`config.mk`:
```
export PLATFORM = sky130hd
export DESIGN_NAME = rr_resource_arbiter
export DESIGN_NICKNAME = d
export VERILOG_FILES = /design/src/rtl/rr_resource_arbiter.sv
export SDC_FILE = /design/constraint.sdc
export NUM_CORES = 1
export LEC_CHECK = 0
export ABC_CLOCK_PERIOD_IN_PS = 1800
export CAP_MARGIN = 20
export CELL_PAD_IN_SITES_DETAIL_PLACEMENT = 1
export CELL_PAD_IN_SITES_GLOBAL_PLACEMENT = 1
export CORE_MARGIN = 4
export CORE_UTILIZATION = 39
export CTS_BUF_LIST = sky130_fd_sc_hd__clkbuf_8
export CTS_CLUSTER_SIZE = 8
export DETAILED_ROUTE_END_ITERATION = 6
export GPL_ROUTABILITY_DRIVEN = 0
export PLACE_DENSITY_LB_ADDON = 0.2
export SETUP_SLACK_MARGIN = 0.1
export SLEW_MARGIN = 25
export SYNTH_ARGS = -nofsm -noshare
export SYNTH_HDL_FRONTEND = slang
export SYNTH_SLANG_ARGS = --single-unit
```
`constraint.sdc`:
```
create_clock -name clk -period 1.8 [get_ports clk]
set_input_delay 0.18 -clock clk [delete_from_list [all_inputs] [get_ports clk]]
set_output_delay 0.18 -clock clk [all_outputs]
set_load 0.05 [all_outputs]
```
`src/rtl/rr_resource_arbiter.sv`:
```
// rr_resource_arbiter
// Round-robin arbiter and sequencer that shares one registered arithmetic
// resource (for example a residue-digit MAC slice) among N_REQ requesters.
// Flow: IDLE -> GRANT (start strobe) -> WAIT (for res_done) -> DONE (done pulse).
// All outputs are registered.
// Optional WAIT-state watchdog: define ARB_TIMEOUT_EN. When it is undefined,
// no counter is built and err is tied to 0.
module rr_resource_arbiter #(
   parameter int N_REQ   = 4,
   parameter int IDX_W   = 2,
   parameter int TMO_CYC = 64
) (
   input  logic             clk,
   input  logic             rst_n,
   input  logic [N_REQ-1:0] req,
   output logic [N_REQ-1:0] gnt,
   output logic             start,
   output logic [IDX_W-1:0] sel,
   input  logic             res_done,
   output logic [N_REQ-1:0] done,
   output logic             err,
   output logic             busy
);

   // Stop elaboration if the parameters cannot describe a legal arbiter.
   if (N_REQ < 2 || N_REQ > 16 || (1 << IDX_W) < N_REQ || TMO_CYC < 1) begin : g_bad_params
      $error("rr_resource_arbiter: illegal N_REQ/IDX_W/TMO_CYC combination");
   end

   typedef enum logic [1:0] {
      IDLE,
      GRANT,
      WAIT,
      DONE
   } state_t;

   localparam logic [N_REQ-1:0] ONE   = N_REQ'(1);
   localparam logic [IDX_W:0]   N_EXT = (IDX_W + 1)'(N_REQ);
   localparam logic [IDX_W-1:0] LAST  = IDX_W'(N_REQ - 1);

   state_t           state;
   logic [IDX_W-1:0] ptr;
   logic [IDX_W-1:0] win;
   logic             win_vld;
   logic [IDX_W:0]   cand;

`ifdef ARB_TIMEOUT_EN
   localparam int             CNT_W    = $clog2(TMO_CYC + 1);
   localparam logic [CNT_W-1:0] TMO_LAST = CNT_W'(TMO_CYC - 1);

   logic [CNT_W-1:0] tmo_cnt;
`else
   assign err = 1'b0;
`endif

   // Winner search: first set request scanning ptr, ptr+1, ... with wrap at N_REQ.
   always_comb begin
      win     = '0;
      win_vld = 1'b0;
      cand    = '0;
      for (int unsigned i = 0; i < N_REQ; i++) begin
         cand = {1'b0, ptr} + (IDX_W + 1)'(i);
         if (cand >= N_EXT) begin
            cand = cand - N_EXT;
         end
         if (!win_vld && req[cand[IDX_W-1:0]]) begin
            win     = cand[IDX_W-1:0];
            win_vld = 1'b1;
         end
      end
   end

   // Sequencer FSM with registered outputs; outputs reflect the state being entered.
   always_ff @(posedge clk or negedge rst_n) begin
      if (!rst_n) begin
         state <= IDLE;
         ptr   <= '0;
         sel   <= '0;
         gnt   <= '0;
         start <= 1'b0;
         done  <= '0;
         busy  <= 1'b0;
`ifdef ARB_TIMEOUT_EN
         err     <= 1'b0;
         tmo_cnt <= '0;
`endif
      end else begin
         case (state)
            IDLE: begin
               if (win_vld) begin
                  state <= GRANT;
                  sel   <= win;
                  gnt   <= ONE << win;
                  start <= 1'b1;
                  busy  <= 1'b1;
               end
            end
            GRANT: begin
               // res_done is not looked at here: the resource needs at least one cycle.
               state <= WAIT;
               gnt   <= '0;
               start <= 1'b0;
`ifdef ARB_TIMEOUT_EN
               tmo_cnt <= '0;
`endif
            end
            WAIT: begin
`ifdef ARB_TIMEOUT_EN
               // res_done takes priority over a watchdog expiry on the same edge.
               tmo_cnt <= tmo_cnt + CNT_W'(1);
               if (res_done) begin
                  state <= DONE;
                  done  <= ONE << sel;
               end else if (tmo_cnt == TMO_LAST) begin
                  state <= DONE;
                  done  <= ONE << sel;
                  err   <= 1'b1;
               end
`else
               if (res_done) begin
                  state <= DONE;
                  done  <= ONE << sel;
               end
`endif
            end
            DONE: begin
               state <= IDLE;
               done  <= '0;
               busy  <= 1'b0;
               // Explicit wrap so non-power-of-two N_REQ never points past the last requester.
               ptr   <= (sel == LAST) ? '0 : sel + IDX_W'(1);
`ifdef ARB_TIMEOUT_EN
               err   <= 1'b0;
`endif
            end
            default: begin
               state <= IDLE;
            end
         endcase
      end
   end

endmodule

```
==> results_tabular.tex <==
\begin{tabular}{lr}
\hline
Metric & Value \\
\hline
\multicolumn{2}{l}{\textbf{Layout}} \\
Layout Area Growth over Synthesis & 29.0\% \\
Number of nets in the final layout & 142 \\
Filler Cell Count & 276 \\
Cell area after layout & 1240 sq um \\
Layout cell share with drive strength beyond 1 & 0.120 \\
Number of cells in the finished layout apart from fillers & 153 \\
Ant. Diodes & 0 \\
\multicolumn{2}{l}{\textbf{Setup path}} \\
Critical Setup Path Class & reg2out \\
Critical-path cell list & clkdlybuf4s50\_1 \\
Data arrival time of the critical path & 1460 ps \\
Worst setup EP type & primary output \\
Category of cells accounting for the largest share of critical-path delay & buffers and inverters \\
Reg2reg start & state[1]\$\_DFFE\_PN0P\_ \\
Worst EP required & between 1500 and 2000 ps \\
Element type at the critical path start & flop \\
Critical path fanouts, max & 3 \\
Register-to-Register Path Depth & 5 \\
Stages on the worst setup path & 1 \\
Reg2reg end & gnt[3]\$\_DFFE\_PN0P\_ \\
Bufs and invs on worst path & 1 \\
Worst setup slack for register-to-register paths & 260 ps \\
Peak per-stage delay on the critical path & 820 ps \\
Cell with the biggest individual delay on the critical path & sky130\_fd\_sc\_hd\_\_clkdlybuf4s50\_1 \\
\multicolumn{2}{l}{\textbf{Yosys}} \\
Cell types with the highest counts after synthesis & sky130\_fd\_sc\_hd\_\_dfrtp\_1 (16), sky130\_fd\_sc\_hd\_\_o21ai\_0 (10), sky130\_fd\_sc\_hd\_\_ha\_1 (9), sky130\_fd\_sc\_hd\_\_nand2\_1 (9), sky130\_fd\_sc\_hd\_\_a21oi\_1 (7) \\
Share of synthesized registers carrying an async set or reset & 1.00 \\
Total number of yosys warnings & 0 \\
Flip-flop cell with the highest count after synthesis & sky130\_fd\_sc\_hd\_\_dfrtp\_1 \\
Area fraction of the dominant cell type after synthesis & 0.416 \\
Mapped Avg Cell Area & between 9 and 10 sq um \\
Cell accounting for the most synthesized area & sky130\_fd\_sc\_hd\_\_dfrtp\_1 \\
Number of synthesized register bits & 16 \\
Number of distinct standard cells referenced by the synthesized netlist & 31 \\
Number of synthesized flops with an enable pin & 0 \\
Number of instances in the synthesized netlist & 103 \\
Net count after synthesis & 119 \\
Library cell with the highest instance count after synthesis & sky130\_fd\_sc\_hd\_\_dfrtp\_1 \\
Area of the mapped netlist & 963 sq um \\
Cells taking the most area after synthesis & sky130\_fd\_sc\_hd\_\_dfrtp\_1 (42\%), sky130\_fd\_sc\_hd\_\_ha\_1 (12\%), sky130\_fd\_sc\_hd\_\_o21ai\_0 (5.2\%) \\
Register area share after synthesis & 0.416 \\
\multicolumn{2}{l}{\textbf{Detailed routing}} \\
Overall routed net length & $\sim$2.3 mm \\
Routed len/inst & $\sim$15 microns \\
Average via count per standard cell & 5.27 \\
Via Count & between 800 and 900 \\
DRC violations left & 0 \\
Number of DRC violations after detailed-routing iteration 0 & 17 \\
Detailed Routing Iterations Pass 1 & 4 \\
Residual antenna-violating net count after detailed routing & 0 \\
\multicolumn{2}{l}{\textbf{STA}} \\
Number of setup violations in the final report & 0 \\
Achievable Freq & 610 MHz \\
Setup repair after global routing missed its margin & false \\
Final-report hold violation count & 0 \\
Crit share post-route & 0.911 \\
Final total negative setup slack & 0 ps \\
Post-route clock skew & 7.81 ps \\
Slew at the pin closest to its max-slew limit & between 500 and 600 ps \\
Fin crit period & roughly 1600 ps \\
Count of final max-slew check failures & 0 \\
Max\_slew headroom & 0.659 \\
\multicolumn{2}{l}{\textbf{Clock network}} \\
TritonCTS clock tree & yes \\
Number of buffers on the longest clock path & 2 \\
Hold buffers post-CTS & 0 \\
Worst-Skew Late Latency & approximately 250 ps \\
Root buffer cell & sky130\_fd\_sc\_hd\_\_clkbuf\_8 \\
\# Post-CTS Setup Buffers & 0 \\
Sinks on Clock Net & 16 \\
Count of H-tree levels built during CTS & 1 \\
CTS Buf Count & 3 \\
CTS clk-pin slew, worst paths & 70 ps \\
\multicolumn{2}{l}{\textbf{Place}} \\
IO Port Bufs & 18 \\
Half-perimeter wire length after detailed placement & around 1.7 mm \\
Number of cells after detailed placement & 149 \\
Placed inst area & between 1000 and 1500 sq um \\
\multicolumn{2}{l}{\textbf{Job}} \\
Number of maximum-capacitance constraint violations & 0 \\
\multicolumn{2}{l}{\textbf{GRT}} \\
Overall fraction of global-route tracks in use & 0.165 \\
Maximum number of pins on one net before global-route repair & 17 \\
Initial antenna violation count & 0 \\
Aggregate global routing overflow & 0 \\
Vias in the first global route & 875 \\
Wire length of the first global-routing pass & 4.26 mm \\
\multicolumn{2}{l}{\textbf{Worst hold path}} \\
Type of the most critical hold path & in2async \\
\multicolumn{2}{l}{\textbf{Pwr}} \\
Worst-case vdd ir drop & 1.02 mV \\
Leakage component of the power & 0.000575 uW \\
Areal power density over the cells & between 1500 and 2000 nW/um\^{}2 \\
\multicolumn{2}{l}{\textbf{Die}} \\
Total I/O pin count & 20 \\
Die Area & 3330 sq um \\
Vertical die dimension & around 58 microns \\
Total core area & 2280 sq um \\
Starting utilization of the core area & 0.423 \\
Die Wd & 57.7 microns \\
Count of standard-cell rows & 17 \\
\multicolumn{2}{l}{\textbf{Outcome}} \\
Run status & finished, final reports clean \\
\hline
\end{tabular}
-- power by group --
part	total [uW]	internal [uW]	leakage [uW]	switching, uW
sequential	677	526	0.000204	151
clock	327	194	0.0000288	133
combinational	1400	517	0.000343	879
total	2400	1240	0.000575	1160
-- layer usage --
| layer | routed length, microns | track usage | part of all wire | up-vias |
|---|---|---|---|---|
| li1 | - | - | - | 400 |
| met1 | 1040 | 0.208 | 0.45 | 386 |
| met2 | 1180 | 0.281 | 0.51 | 16 |
| met3 | 74 | 0.0223 | 0.032 | 4 |
| met4 | 27 | 0.0695 | 0.012 | 0 |
| met5 | 0 | 0 | 0 | - |
-- cells by family after synthesis --
family          synth area share
compound gates             0.164
fa+ha+maj                  0.117
buf+inv                   0.0480
flops                      0.416
mux                       0.0338
other cells              0.00389
simple gates               0.218
-- worst max path at each step --
stage | start | end
2_1_floorplan | state[0]$_DFFE_PN0P_ | state[0]$_DFFE_PN0P_
3_3_place_gp | req[0] | gnt[1]$_DFFE_PN0P_
3_5_place_dp | req[2] | gnt[3]$_DFFE_PN0P_
4_1_cts | sel[1]$_DFFE_PN0P_ | sel[1]
5_1_grt | busy$_DFFE_PN0P_ | busy
6_report | busy$_DFFE_PN0P_ | busy
-- timing repair --
action / in CTS / in global routing
endpoints found under the hold margin: 0 / 0
resized for setup: 0 / 2
setup endpoints to repair: 0 / 3
-- sequential cells by signal, indices dropped and copies added, names as in the netlist --
| signal | count |
|---|---|
| state | 2 |
| busy | 1 |
| done | 4 |
| gnt | 4 |
| start | 1 |
| ptr | 2 |
| sel | 2 |
-- stage by stage --
stage               utilization  setup slack [ps]  hold WS, ps  total power (uW)
global placement          0.520              86.8          473              2030
floorplan                     -               291         -116              1610
finish                    0.546               160          246              2400
CTS                       0.544               106          254              2430
detailed placement        0.520              42.5          492              2070
global route              0.546               115          269              2600
-- layout make-up --
cell class | count | area, sq um | area share
Sequential cell | 16 | 400 | 0.322
Inverter | 6 | 22.5 | 0.0181
Tap cell | 28 | 35.0 | 0.0282
Timing Repair Buffer | 22 | 210 | 0.169
Clock buffer | 4 | 55.1 | 0.0443
Multi-Input combinational cell | 77 | 519 | 0.418
-- layout by cell type (no fill, tap or decap) --
cell                               n
sky130_fd_sc_hd__clkbuf_8          4
sky130_fd_sc_hd__a21oi_1           7
sky130_fd_sc_hd__a211oi_1          1
sky130_fd_sc_hd__nor4_2            1
sky130_fd_sc_hd__o31ai_1           1
sky130_fd_sc_hd__and3_1            4
sky130_fd_sc_hd__and2b_1           1
sky130_fd_sc_hd__o21ai_0          10
sky130_fd_sc_hd__dlymetal6s2s_1    1
sky130_fd_sc_hd__nor2b_1           6
sky130_fd_sc_hd__clkdlybuf4s50_1  16
sky130_fd_sc_hd__nor3_1            1
sky130_fd_sc_hd__or3b_1            1
sky130_fd_sc_hd__nor3b_2           1
sky130_fd_sc_hd__buf_4             5
sky130_fd_sc_hd__nor2_1            6
sky130_fd_sc_hd__mux2_2            2
sky130_fd_sc_hd__nand3_1           1
sky130_fd_sc_hd__conb_1            1
sky130_fd_sc_hd__or2b_1            1
sky130_fd_sc_hd__a22o_1            1
sky130_fd_sc_hd__dfrtp_1          16
sky130_fd_sc_hd__or3_1             1
sky130_fd_sc_hd__o21ai_1           3
sky130_fd_sc_hd__inv_1             6
sky130_fd_sc_hd__nand2_1           9
sky130_fd_sc_hd__a311oi_1          1
sky130_fd_sc_hd__ha_2              1
sky130_fd_sc_hd__a31oi_1           4
sky130_fd_sc_hd__nand2b_4          1
sky130_fd_sc_hd__ha_1              8
sky130_fd_sc_hd__mux2i_1           1
sky130_fd_sc_hd__nand2b_1          2
No activity file was read; power rests on OpenSTA's default activity.
